[config.mk]
export PLATFORM = sky130hd
export DESIGN_NAME = pipe_memory_access_flat
export DESIGN_NICKNAME = d
export VERILOG_FILES = /design/src/rtl/mem_pkg.sv /design/src/rtl/pipe_memory_access_if.sv /design/src/rtl/mem_lane_align.sv /design/src/rtl/pipe_memory_access.sv /design/src/flat_wrapper.sv
export SDC_FILE = /design/constraint.sdc
export NUM_CORES = 1
export LEC_CHECK = 0
export CAP_MARGIN = 5
export CORE_MARGIN = 4
export CORE_UTILIZATION = 38
export DETAILED_ROUTE_END_ITERATION = 8
export PLACE_DENSITY = 0.83
export SLEW_MARGIN = 10
export SYNTH_ARGS = -nofsm -noshare
export SYNTH_HDL_FRONTEND = slang
export SYNTH_SLANG_ARGS = --single-unit
[constraint.sdc]
create_clock -name clk -period 5.8 [get_ports clk]
set_input_delay 0.58 -clock clk [delete_from_list [all_inputs] [get_ports clk]]
set_output_delay 0.58 -clock clk [all_outputs]
set_load 0.02 [all_outputs]
[src/rtl/mem_pkg.sv]
// Shared encodings for the pipelined memory-access stage.
// Includes memory-op codes, funct3 size selectors, FSM states and size helpers.
package mem_pkg;

  typedef enum logic [1:0] {
    MEM_NONE  = 2'b00,
    MEM_LOAD  = 2'b01,
    MEM_STORE = 2'b10,
    MEM_RSVD  = 2'b11
  } mem_op_e;

  localparam logic [2:0] SEL_B   = 3'b000;
  localparam logic [2:0] SEL_H   = 3'b001;
  localparam logic [2:0] SEL_W   = 3'b010;
  localparam logic [2:0] SEL_D   = 3'b011;
  localparam logic [2:0] SEL_BU  = 3'b100;
  localparam logic [2:0] SEL_HU  = 3'b101;
  localparam logic [2:0] SEL_WU  = 3'b110;
  localparam logic [2:0] SEL_BAD = 3'b111;

  typedef enum logic [1:0] {
    ST_IDLE,
    ST_BUS,
    ST_HOLD
  } state_e;

  // Access size in bytes; this is also the number of strobe bits set.
  function automatic int unsigned strb_width(input logic [2:0] sel);
    return 32'd1 << sel[1:0];
  endfunction

  function automatic logic size_legal(input logic [2:0] sel, input int xlen);
    return !((sel == SEL_BAD) || ((xlen == 32) && ((sel == SEL_D) || (sel == SEL_WU))));
  endfunction

endpackage

[src/rtl/pipe_memory_access_if.sv]
// Variable-latency memory bus between the memory stage (master) and memory (slave).
// Read data is valid in the same cycle as bus_ack.
interface pipe_memory_access_if #(
  parameter int XLEN = 32
);
  logic              bus_req;
  logic [XLEN/8-1:0] bus_we;
  logic [XLEN-1:0]   bus_addr;
  logic [XLEN-1:0]   bus_wdata;
  logic              bus_ack;
  logic [XLEN-1:0]   bus_rdata;

  modport master (
    output bus_req, bus_we, bus_addr, bus_wdata,
    input  bus_ack, bus_rdata
  );

  modport slave (
    input  bus_req, bus_we, bus_addr, bus_wdata,
    output bus_ack, bus_rdata
  );
endinterface

[src/rtl/mem_lane_align.sv]
// Combinational byte-lane steering: store shift/strobes, misalignment check,
// and load lane extraction with sign or zero extension.
module mem_lane_align
  import mem_pkg::*;
#(
  parameter int XLEN = 32,
  parameter int OW   = $clog2(XLEN / 8)
) (
  input  logic [OW-1:0]     st_off,
  input  logic [2:0]        st_sel,
  input  logic [XLEN-1:0]   st_data,
  output logic [XLEN/8-1:0] st_we,
  output logic [XLEN-1:0]   st_wdata,
  output logic              misalign,
  input  logic [OW-1:0]     ld_off,
  input  logic [2:0]        ld_sel,
  input  logic [XLEN-1:0]   ld_rdata,
  output logic [XLEN-1:0]   ld_data
);
  localparam int NB = XLEN / 8;

  logic [NB-1:0]   base_we;
  logic [OW-1:0]   low_mask;
  logic [XLEN-1:0] ld_shift;

  always_comb begin
    low_mask = OW'(strb_width(st_sel) - 32'd1);
    misalign = !size_legal(st_sel, XLEN) || ((st_off & low_mask) != '0);
    for (int unsigned i = 0; i < NB; i++) begin
      base_we[i] = (i < strb_width(st_sel));
    end
    st_we    = base_we << st_off;
    st_wdata = st_data << {st_off, 3'b000};
  end

  always_comb begin
    ld_shift = ld_rdata >> {ld_off, 3'b000};
    // NOTE: default assigned before the case so no path leaves ld_data unassigned (no latch).
    ld_data  = ld_shift;
    case (ld_sel)
      SEL_B:   ld_data = XLEN'($signed(ld_shift[7:0]));
      SEL_H:   ld_data = XLEN'($signed(ld_shift[15:0]));
      SEL_W:   ld_data = XLEN'($signed(ld_shift[31:0]));
      SEL_BU:  ld_data = XLEN'(ld_shift[7:0]);
      SEL_HU:  ld_data = XLEN'(ld_shift[15:0]);
      SEL_WU:  ld_data = XLEN'(ld_shift[31:0]);
      default: ld_data = ld_shift;
    endcase
  end

endmodule

[src/rtl/pipe_memory_access.sv]
// Registered, handshaked memory-access stage between EX and WB.
// Drives a req/ack memory bus with timeout and carries WB sideband alongside the result.
module pipe_memory_access
  import mem_pkg::*;
#(
  parameter int XLEN    = 32,
  parameter int REG_AW  = 5,
  parameter int TIMEOUT = 255
) (
  input  logic              clk,
  input  logic              rst,
  input  logic              in_valid,
  output logic              in_ready,
  input  logic [1:0]        mem_op,
  input  logic [2:0]        mem_sel,
  input  logic [XLEN-1:0]   alu_result,
  input  logic [XLEN-1:0]   rs2_data,
  input  logic [1:0]        wb_sel_in,
  input  logic [XLEN-1:0]   immediate_in,
  input  logic [XLEN-1:0]   pc_next_in,
  input  logic [REG_AW-1:0] rd_in,
  input  logic              reg_we_in,
  input  logic              flush,
  output logic              out_valid,
  input  logic              out_ready,
  output logic [XLEN-1:0]   mem_rdata,
  output logic [1:0]        wb_sel_out,
  output logic [XLEN-1:0]   alu_result_out,
  output logic [XLEN-1:0]   immediate_out,
  output logic [XLEN-1:0]   pc_next_out,
  output logic [REG_AW-1:0] rd_out,
  output logic              reg_we_out,
  output logic              misalign_exc,
  output logic              bus_err,
  pipe_memory_access_if.master bus
);
  localparam int NB = XLEN / 8;
  localparam int OW = $clog2(NB);
  localparam int CW = $clog2(TIMEOUT + 2);

  state_e            state_q, state_d;
  logic [CW-1:0]     cnt_q, cnt_d;
  logic              drop_q, drop_d;
  logic [2:0]        sel_q, sel_d;
  logic [XLEN-1:0]   addr_q, addr_d;
  logic [NB-1:0]     we_q, we_d;
  logic [XLEN-1:0]   wdata_q, wdata_d;
  logic [XLEN-1:0]   rdata_q, rdata_d;
  logic [1:0]        wb_sel_q, wb_sel_d;
  logic [XLEN-1:0]   imm_q, imm_d;
  logic [XLEN-1:0]   pcn_q, pcn_d;
  logic [REG_AW-1:0] rd_q, rd_d;
  logic              reg_we_q, reg_we_d;
  logic              mis_q, mis_d;
  logic              err_q, err_d;

  logic [NB-1:0]     st_we;
  logic [XLEN-1:0]   st_wdata;
  logic [XLEN-1:0]   ld_data;
  logic              st_mis;
  logic              accept;
  logic              is_mem;
  mem_op_e           op;

  mem_lane_align #(.XLEN(XLEN), .OW(OW)) u_align (
    .st_off   (alu_result[OW-1:0]),
    .st_sel   (mem_sel),
    .st_data  (rs2_data),
    .st_we    (st_we),
    .st_wdata (st_wdata),
    .misalign (st_mis),
    .ld_off   (addr_q[OW-1:0]),
    .ld_sel   (sel_q),
    .ld_rdata (bus.bus_rdata),
    .ld_data  (ld_data)
  );

  always_comb begin
    state_d  = state_q;
    cnt_d    = cnt_q;
    drop_d   = drop_q;
    sel_d    = sel_q;
    addr_d   = addr_q;
    we_d     = we_q;
    wdata_d  = wdata_q;
    rdata_d  = rdata_q;
    wb_sel_d = wb_sel_q;
    imm_d    = imm_q;
    pcn_d    = pcn_q;
    rd_d     = rd_q;
    reg_we_d = reg_we_q;
    mis_d    = mis_q;
    err_d    = err_q;
    in_ready = 1'b0;
    accept   = 1'b0;
    op       = mem_op_e'(mem_op);
    is_mem   = (op == MEM_LOAD) || (op == MEM_STORE);

    case (state_q)
      ST_IDLE: begin
        in_ready = 1'b1;
        accept   = in_valid && !flush;
      end
      ST_BUS: begin
        // A flushed access still finishes its bus handshake; only its result is discarded.
        if (flush) drop_d = 1'b1;
        if (bus.bus_ack) begin
          if (we_q == '0) rdata_d = ld_data;
          state_d = (drop_q || flush) ? ST_IDLE : ST_HOLD;
        end else if ((TIMEOUT != 0) && (cnt_q == CW'(TIMEOUT - 1))) begin
          err_d    = 1'b1;
          reg_we_d = 1'b0;
          state_d  = (drop_q || flush) ? ST_IDLE : ST_HOLD;
        end else begin
          cnt_d = cnt_q + 1'b1;
        end
      end
      ST_HOLD: begin
        in_ready = out_ready;
        if (flush) begin
          state_d = ST_IDLE;
        end else if (out_ready) begin
          accept = in_valid;
          if (!in_valid) state_d = ST_IDLE;
        end
      end
      default: state_d = ST_IDLE;
    endcase

    if (accept) begin
      sel_d    = mem_sel;
      addr_d   = alu_result;
      wdata_d  = st_wdata;
      rdata_d  = '0;
      cnt_d    = '0;
      drop_d   = 1'b0;
      err_d    = 1'b0;
      mis_d    = is_mem && st_mis;
      we_d     = ((op == MEM_STORE) && !st_mis) ? st_we : '0;
      wb_sel_d = wb_sel_in;
      imm_d    = immediate_in;
      pcn_d    = pc_next_in;
      rd_d     = rd_in;
      reg_we_d = reg_we_in && !(is_mem && st_mis);
      state_d  = (is_mem && !st_mis) ? ST_BUS : ST_HOLD;
    end
  end

  // NOTE: sequential state uses non-blocking assignments so every flop samples pre-edge values.
  always_ff @(posedge clk or posedge rst) begin
    if (rst) begin
      state_q  <= ST_IDLE;
      cnt_q    <= '0;
      drop_q   <= 1'b0;
      sel_q    <= '0;
      addr_q   <= '0;
      we_q     <= '0;
      wdata_q  <= '0;
      rdata_q  <= '0;
      wb_sel_q <= '0;
      imm_q    <= '0;
      pcn_q    <= '0;
      rd_q     <= '0;
      reg_we_q <= 1'b0;
      mis_q    <= 1'b0;
      err_q    <= 1'b0;
    end else begin
      state_q  <= state_d;
      cnt_q    <= cnt_d;
      drop_q   <= drop_d;
      sel_q    <= sel_d;
      addr_q   <= addr_d;
      we_q     <= we_d;
      wdata_q  <= wdata_d;
      rdata_q  <= rdata_d;
      wb_sel_q <= wb_sel_d;
      imm_q    <= imm_d;
      pcn_q    <= pcn_d;
      rd_q     <= rd_d;
      reg_we_q <= reg_we_d;
      mis_q    <= mis_d;
      err_q    <= err_d;
    end
  end

  assign out_valid      = (state_q == ST_HOLD);
  assign mem_rdata      = rdata_q;
  assign wb_sel_out     = wb_sel_q;
  assign alu_result_out = addr_q;
  assign immediate_out  = imm_q;
  assign pc_next_out    = pcn_q;
  assign rd_out         = rd_q;
  assign reg_we_out     = reg_we_q;
  assign misalign_exc   = mis_q;
  assign bus_err        = err_q;

  assign bus.bus_req    = (state_q == ST_BUS);
  assign bus.bus_we     = we_q;
  assign bus.bus_addr   = {addr_q[XLEN-1:OW], {OW{1'b0}}};
  assign bus.bus_wdata  = wdata_q;

endmodule

[src/flat_wrapper.sv]
// flat-port wrapper written by rule: the top's interface ports become plain ports
module pipe_memory_access_flat import mem_pkg::*;
#(
  parameter int XLEN    = 32,
  parameter int REG_AW  = 5,
  parameter int TIMEOUT = 255
)
  (clk, rst, in_valid, in_ready, mem_op, mem_sel, alu_result, rs2_data, wb_sel_in, immediate_in, pc_next_in, rd_in, reg_we_in, flush, out_valid, out_ready, mem_rdata, wb_sel_out, alu_result_out, immediate_out, pc_next_out, rd_out, reg_we_out, misalign_exc, bus_err, bus_bus_req, bus_bus_we, bus_bus_addr, bus_bus_wdata, bus_bus_ack, bus_bus_rdata);
  pipe_memory_access_if #(.XLEN(XLEN)) bus_i ();
  input  logic clk;
  input  logic rst;
  input  logic in_valid;
  output logic in_ready;
  input  logic [1:0] mem_op;
  input  logic [2:0] mem_sel;
  input  logic [XLEN-1:0] alu_result;
  input  logic [XLEN-1:0] rs2_data;
  input  logic [1:0] wb_sel_in;
  input  logic [XLEN-1:0] immediate_in;
  input  logic [XLEN-1:0] pc_next_in;
  input  logic [REG_AW-1:0] rd_in;
  input  logic reg_we_in;
  input  logic flush;
  output logic out_valid;
  input  logic out_ready;
  output logic [XLEN-1:0] mem_rdata;
  output logic [1:0] wb_sel_out;
  output logic [XLEN-1:0] alu_result_out;
  output logic [XLEN-1:0] immediate_out;
  output logic [XLEN-1:0] pc_next_out;
  output logic [REG_AW-1:0] rd_out;
  output logic reg_we_out;
  output logic misalign_exc;
  output logic bus_err;
  output wire logic [$bits(bus_i.bus_req)-1:0] bus_bus_req;
  output wire logic [$bits(bus_i.bus_we)-1:0] bus_bus_we;
  output wire logic [$bits(bus_i.bus_addr)-1:0] bus_bus_addr;
  output wire logic [$bits(bus_i.bus_wdata)-1:0] bus_bus_wdata;
  input wire logic [$bits(bus_i.bus_ack)-1:0] bus_bus_ack;
  input wire logic [$bits(bus_i.bus_rdata)-1:0] bus_bus_rdata;
  assign bus_bus_req = bus_i.bus_req;
  assign bus_bus_we = bus_i.bus_we;
  assign bus_bus_addr = bus_i.bus_addr;
  assign bus_bus_wdata = bus_i.bus_wdata;
  assign bus_i.bus_ack = bus_bus_ack;
  assign bus_i.bus_rdata = bus_bus_rdata;
  pipe_memory_access #(.XLEN(XLEN), .REG_AW(REG_AW), .TIMEOUT(TIMEOUT)) u_core (.clk(clk), .rst(rst), .in_valid(in_valid), .in_ready(in_ready), .mem_op(mem_op), .mem_sel(mem_sel), .alu_result(alu_result), .rs2_data(rs2_data), .wb_sel_in(wb_sel_in), .immediate_in(immediate_in), .pc_next_in(pc_next_in), .rd_in(rd_in), .reg_we_in(reg_we_in), .flush(flush), .out_valid(out_valid), .out_ready(out_ready), .mem_rdata(mem_rdata), .wb_sel_out(wb_sel_out), .alu_result_out(alu_result_out), .immediate_out(immediate_out), .pc_next_out(pc_next_out), .rd_out(rd_out), .reg_we_out(reg_we_out), .misalign_exc(misalign_exc), .bus_err(bus_err), .bus(bus_i));
endmodule
==> run_results.csv, run 1 <==
group,metric,value,unit
status,status,"finished clean",
clocking,cts_resized,0,
logic_synthesis,yosys.area.top_type,"dfrtp_1",
drt,finalWirelength,28.20,mm
finish,area_growth,49.76,%
power,sw_frac_of_total,0.3389,
worst_setup_path,worstPathMaxFanout,98,
logic_synthesis,async_flop_share,1.000,
sta,hold_violations,0,
logic_synthesis,syn_area_per_cell,9.199,um^2
floorplanning,fp.dieH,160.0,um
sta,fin_crit_sh,0.5106,
floorplanning,rows,55,
drt,wl_met2,14.01,mm
grt,grt_pass1_wl,43.99,mm
worst_setup_path,crit_arrival,3280,ps
drt,initialDrtViolationCount,678,
sta,min_period,2962,ps
clocking,cts_sinks,189,
grt,grt_usage,0.2121,
hold_path,hold_path.class,"reg -> reg",
finish,layout_commonest_cell,"clkdlybuf4s50_1",
grt,grt_max_degree,146,
grt,antenna_found_initial,0,
drt,via_count,7965,
power,p_per_area,315.3,nW/um^2
logic_synthesis,ys_seq_area_frac,0.5389,
drt,first_pass_iters,5,
floorplanning,start_util,0.3864,
logic_synthesis,synth_ff_type,"dfrtp_1",
logic_synthesis,synthTopCellsByArea,"dfrtp_1 (54%), nand2_1 (15%), mux2i_1 (3.9%), buf_4 (2.7%), a21oi_1 (2.1%)",
finish,layout_common_cells,"clkdlybuf4s50_1 (384), nand2_1 (362), dfrtp_1 (189), a21oi_1 (36), mux2i_1 (34)",
worst_setup_path,critPathCaptureType,"register",
finish,regArea,4730,um^2
worst_setup_path,worstPathRequired,6120,ps
grt,grt_pass1_vias,7817,
drt,highest_layer,"met4",
clocking,clock-root-buffer,"clkbuf_16",
finish,antenna_cells,0,
finish,final_util,0.5787,
logic_synthesis,ys_warn_count,0,
power,pwr-share-clk,0.279,
sta,fin_skew,12.43,ps
place,port_buffers,385,
logic_synthesis,postSynthCellCount,954,
sta,rsz0062_at_grt,"no",
clocking,cts_tree,"yes",
drt,remaining_drc_errors,0,
sta,clock.fmax,0.3376,GHz
power,pwr-share-comb,0.326,
hold_path,worstHoldPathCells,2,
logic_synthesis,ys_seq_elements,189,
floorplanning,core-area,22710,um^2
clocking,cts_buffers,17,
clocking,postCtsSetupBuffers,0,
drt,wirelength_met1,11.81,mm
worst_setup_path,crit_type,"in -> reg",
clocking,holdBufCountCts,0,
sta,finalSetupViolCount,0,
power,ir_drop,0.1727,mV
logic_synthesis,synth_top_area_share,0.5389,
finish,nNetsFinal,1458,
sta,slew_headroom,0.2986,
finish,drive_gt1_frac,0.04817,
logic_synthesis,netlist_area,8776,um^2
place,hpwlAfterDp,20.74,mm
grt,grt_overflow,0,
finish,nFillCells,1915,
clocking,clk_pin_slew,70,ps
run,drv_cap,0,
sta,worstMarginPinSlew,1052,ps
power,power_switching,1404,uW
finish,multi_input_area,3523,um^2
logic_synthesis,synth_cell_types,54,
logic_synthesis,synth_edf_count,0,
drt,wl_per_cell,17.94,um
place,gp_congestion,0.8489,
floorplanning,ioPinCount,388,
power,internal_power,2739,uW
clocking,cts_buffer_depth,2,
sta,slew_violations,0,
floorplanning,die_x,160.0,um
floorplanning,dieArea,25590,um^2
drt,ant_nets,0,
power,sequentialPowerShare,0.395,
clocking,insertion_delay,420,ps
worst_setup_path,start_kind,"input port",
drt,wl_met3,1.889,mm
sta,tns,0,ps
worst_setup_path,reg2reg_depth,5,
drt,routed_via_density,5.067,
power,power_leakage,0.006039,uW
clocking,cts.htree.levels,4,
==> cells in the mapped netlist, types with 2 or more instances <==
cell / n
nand4_1: 2
and4_1: 2
o31ai_1: 12
nor3_1: 5
a211oi_1: 16
nor2b_1: 22
nand3b_1: 8
mux2_2: 9
nand2b_1: 5
xnor2_1: 4
dfrtp_1: 189
a211o_1: 7
buf_1: 13
clkbuf_1: 27
and3_1: 9
buf_2: 19
mux2i_1: 34
buf_4: 32
o21ai_0: 33
ha_1: 5
inv_1: 9
nand3_1: 28
o211ai_1: 11
a21oi_1: 36
nor2_1: 20
a22o_1: 8
nand2_1: 362
==> power groups by stage <==
stage / Sequential [uW] / Combinational [uW] / Clock, uW
detailed placement: 1660 / 1360 / 0
finish: 1640 / 1350 / 1160
global placement: 1650 / 1340 / 0
CTS: 1640 / 1360 / 1190
global route: 1670 / 1440 / 1250
floorplan: 1880 / 470 / 0
==> layer usage <==
layer,vias to the layer above,GRT usage
met1,3832,0.2742
met3,31,0.04929
li1,3783,-
met5,-,0
met4,0,0.06101
met2,319,0.3580
==> cell families (layout without fill, tap and decap cells) <==
| family | Yosys count | after routing | share of synthesized area |
|---|---|---|---|
| and+or+nand+nor | 476 | 476 | 0.2344 |
| buffers and inverters | 101 | 433 | 0.06045 |
| AOI/OAI and AO/OA | 134 | 134 | 0.1018 |
| adders and majority gates | 5 | 5 | 0.007129 |
| xor gates and xnor gates | 4 | 4 | 0.003992 |
| other | 1 | 2 | 0.0004273 |
| muxes | 44 | 44 | 0.05289 |
| DFF | 189 | 189 | 0.5389 |
==> worst max-delay path: stages <==
cell             delay (ps)
clkdlybuf4s50_1         450
nor2b_4                 180
or4b_4                  830
buf_4                   830
o211ai_1                210
o31ai_1                 120
==> cell type report <==
class                           instances  share of cell area
Tap cell                              285             0.02713
Inverter                                9            0.003142
Multi-Input combinational cell        665              0.2681
Sequential cell                       189              0.3599
Clock inverter                         14             0.01152
Clock buffer                           18             0.03342
Timing Repair Buffer                  392              0.2968
==> metrics by stage <==
| stage | std cells | worst slack (ps) | cell area [um^2] | power, uW | hold WS, ps |
|---|---|---|---|---|---|
| after floorplan | 955 | 77.87 | 8780 | 2348 | 484.2 |
| final | 1572 | 2838 | 13140 | 4143 | 468.5 |
| after global placement | 1540 | 2538 | 12550 | 2991 | 451.4 |
| after CTS | 1572 | 2874 | 13140 | 4191 | 473.0 |
| after global routing | 1572 | 2658 | 13140 | 4357 | 495.0 |
| after detailed placement | 1540 | 2429 | 12550 | 3019 | 455.9 |
==> flip-flops by register name, summed over array words and instances (netlist names), 3 cells and up <==
register and count:
u_core.rd_out 5, u_core.sel_q 3, u_core.mem_rdata 32, u_core.bus.bus_we 4, u_core.immediate_out 32, u_core.bus.bus_wdata 32, u_core.cnt_q 9, u_core.alu_result_out 32
u_core.pc_next_out 32
==> path summary, 6_finish.rpt <==
| path | from | to | slack (ps) |
|---|---|---|---|
| worst max-delay path | out_ready | u_core.cnt_q[2] | 2840 |
| worst min-delay path | u_core.bus.bus_wdata[4] | u_core.bus.bus_wdata[4] | 470 |
| worst max register to register | u_core.state_q[1] | u_core.cnt_q[2] | 2960 |
| worst min register to register | u_core.bus.bus_wdata[4] | u_core.bus.bus_wdata[4] | 470 |
| max in group asynchronous | rst | u_core.bus.bus_wdata[18] | 3770 |
| min in group asynchronous | rst | u_core.alu_result_out[7] | 740 |
Power figures use the tool's default switching activity.
==> inputs of run 2 (changes only) <==
Settings changed: CORE_UTILIZATION 38 to 43, PLACE_DENSITY 0.83 to 0.88.
Clock period 5.8 ns to 3 ns, I/O delays scaled along.
==> run 2 against run 1 <==
  * Global-route usage grew 3.0 points
  * Clock skew up 6.7 ps
  * Combinational power is 94% higher
  * Non-clock buffer count increased by 7
  * Cell area rose by 0.72%
  * Critical endpoint is now bus_bus_req
==> run_results.csv, run 2 (synthesis gave the netlist of run 1 again) <==
group,metric,value,unit
drt,ant_nets,0,
floorplanning,rows,51,
sta,min_period,2269,ps
worst_setup_path,r2r_end,"u_core.bus.bus_we[3]",
floorplanning,fp.dieH,150.9,um
worst_setup_path,worstPathMaxFanout,8,
hold_path,hold_path.class,"in -> async",
grt,grt_overflow,0,
place,gp_congestion,0.8972,
grt,grt_pass1_wl,43.01,mm
grt,grt_max_degree,85,
floorplanning,core-area,19780,um^2
worst_setup_path,crit_path_start,"u_core.state_q[0]",
finish,area_growth,50.84,%
clocking,cts_buffers,17,
power,ir_drop,0.3922,mV
sta,fin_skew,19.12,ps
clocking,postCtsSetupBuffers,0,
clocking,cts_tree,"yes",
worst_setup_path,crit_arrival,1970,ps
worst_setup_path,critPathCaptureType,"output port",
power,pwr-share-clk,0.283,
clocking,cts_buffer_depth,2,
place,placed_cell_area,12640,um^2
power,internal_power,5414,uW
place,hpwlAfterDp,21.11,mm
finish,nNetsFinal,1465,
power,pwr-share-comb,0.324,
sta,hold_violations,0,
sta,fin_crit_sh,0.7562,
power,p_per_area,611.5,nW/um^2
finish,design_area,13240,um^2
floorplanning,start_util,0.4436,
clocking,insertion_delay,430,ps
clocking,holdBufCountCts,0,
drt,routed_via_density,5.172,
floorplanning,dieArea,22760,um^2
drt,wl_per_cell,18.09,um
floorplanning,die_x,150.9,um
finish,layout_common_cells,"clkdlybuf4s50_1 (384), nand2_1 (362), dfrtp_1 (189), a21oi_1 (36), mux2i_1 (34)",
drt,via_count,8079,
sta,clock.fmax,0.4408,GHz
grt,grt_usage,0.2416,
clocking,clk_pin_slew,70,ps
drt,first_pass_iters,5,
grt,grt_pass1_vias,8001,
sta,rsz0062_at_grt,"no",
finish,layout_commonest_cell,"clkdlybuf4s50_1",
clocking,clock-root-buffer,"clkbuf_16",
worst_setup_path,r2r_setup_slack,760,ps
status,status,"finished clean",
sta,slew_violations,0,
drt,initialDrtViolationCount,566,
worst_setup_path,cp-endpoint,"bus_bus_req",
sta,worstMarginPinSlew,877.5,ps
finish,final_util,0.6692,
run,drv_cap,0,
place,port_buffers,385,
clocking,cts_resized,0,
sta,tns,0,ps
power,sequentialPowerShare,0.393,
floorplanning,ioPinCount,388,
sta,slew_headroom,0.4150,
sta,finalSetupViolCount,0,
drt,finalWirelength,28.26,mm
power,power_switching,2681,uW
worst_setup_path,start_kind,"register",
worst_setup_path,reg2reg_depth,4,
finish,drive_gt1_frac,0.05332,
worst_setup_path,worstPathRequired,2700,ps
clocking,cts.htree.levels,4,
power,power,8095,uW
power,sw_frac_of_total,0.3312,
clocking,cts_sinks,189,
worst_setup_path,crit_type,"reg -> out",
power,power_leakage,0.006085,uW
drt,remaining_drc_errors,0,
place,dp.cells,1527,
worst_setup_path,reg2reg_from,"u_core.state_q[1]",
finish,fin_cells,1562,
grt,antenna_found_initial,3,
==> run 2: cell types whose count changed in the layout (fill, tap and decap cells not counted), moves of 3 or more <==
cell        previous run  this run
clkinv_8               4         0
buf_12                 0         5
clkinvlp_4             0         3
diode_2                0         3
==> run 2: how the worst min path moves through the flow <==
| stage | endpoint | startpoint | cells past startpoint |
|---|---|---|---|
| 2_1_floorplan | u_core.alu_result_out[10] | alu_result[10] | 2 |
| 3_3_place_gp | u_core.bus.bus_wdata[6] | u_core.bus.bus_wdata[6] | 2 |
| 3_5_place_dp | u_core.bus.bus_wdata[7] | u_core.bus.bus_wdata[7] | 2 |
| 4_1_cts | u_core.immediate_out[20] | rst | 2 |
| 5_1_grt | u_core.pc_next_out[0] | rst | 2 |
| 6_report | u_core.immediate_out[8] | rst | 2 |
==> run 2: metal layers <==
layer / track usage / share of wire / vias to the layer above
met5: 0 / 0 / -
met4: 0.1052 / 0.038 / 0
met3: 0.05087 / 0.078 / 62
met2: 0.4046 / 0.50 / 360
met1: 0.3032 / 0.39 / 3859
li1: - / - / 3798
==> run 2: layout make-up <==
cell class | instances | area [um^2]
diodes | 3 | 7.507
clock inverters | 12 | 125.1
fillers | 1495 | 6544
flip-flops and latches | 189 | 4730
multi-input cells | 665 | 3523
inverters | 9 | 37.54
clock buffers | 20 | 466.7
well taps | 265 | 331.6
repair buffers | 399 | 4016
==> run 2: power by group through the flow <==
stage	sequential [uW]	combinational, uW	clock, uW
detailed placement	3230	2630	0
global placement	3210	2580	0
CTS	3180	2640	2340
finish	3180	2620	2290
global route	3230	2800	2460
floorplan	3630	908	0
==> run 2: stage by stage <==
step	setup WS [ps]	hold WS [ps]
finish	731.4	308.6
global route	645.4	334.8
CTS	744.7	314.7
detailed placement	533.4	456.3
global placement	592.1	450.1
floorplan	265.5	405.4
==> run 2: critical path: stages, from the launching register on <==
cell	delay, ps
dfrtp_1	560
nand2b_1	160
inv_1	180
clkdlybuf4s50_1	650
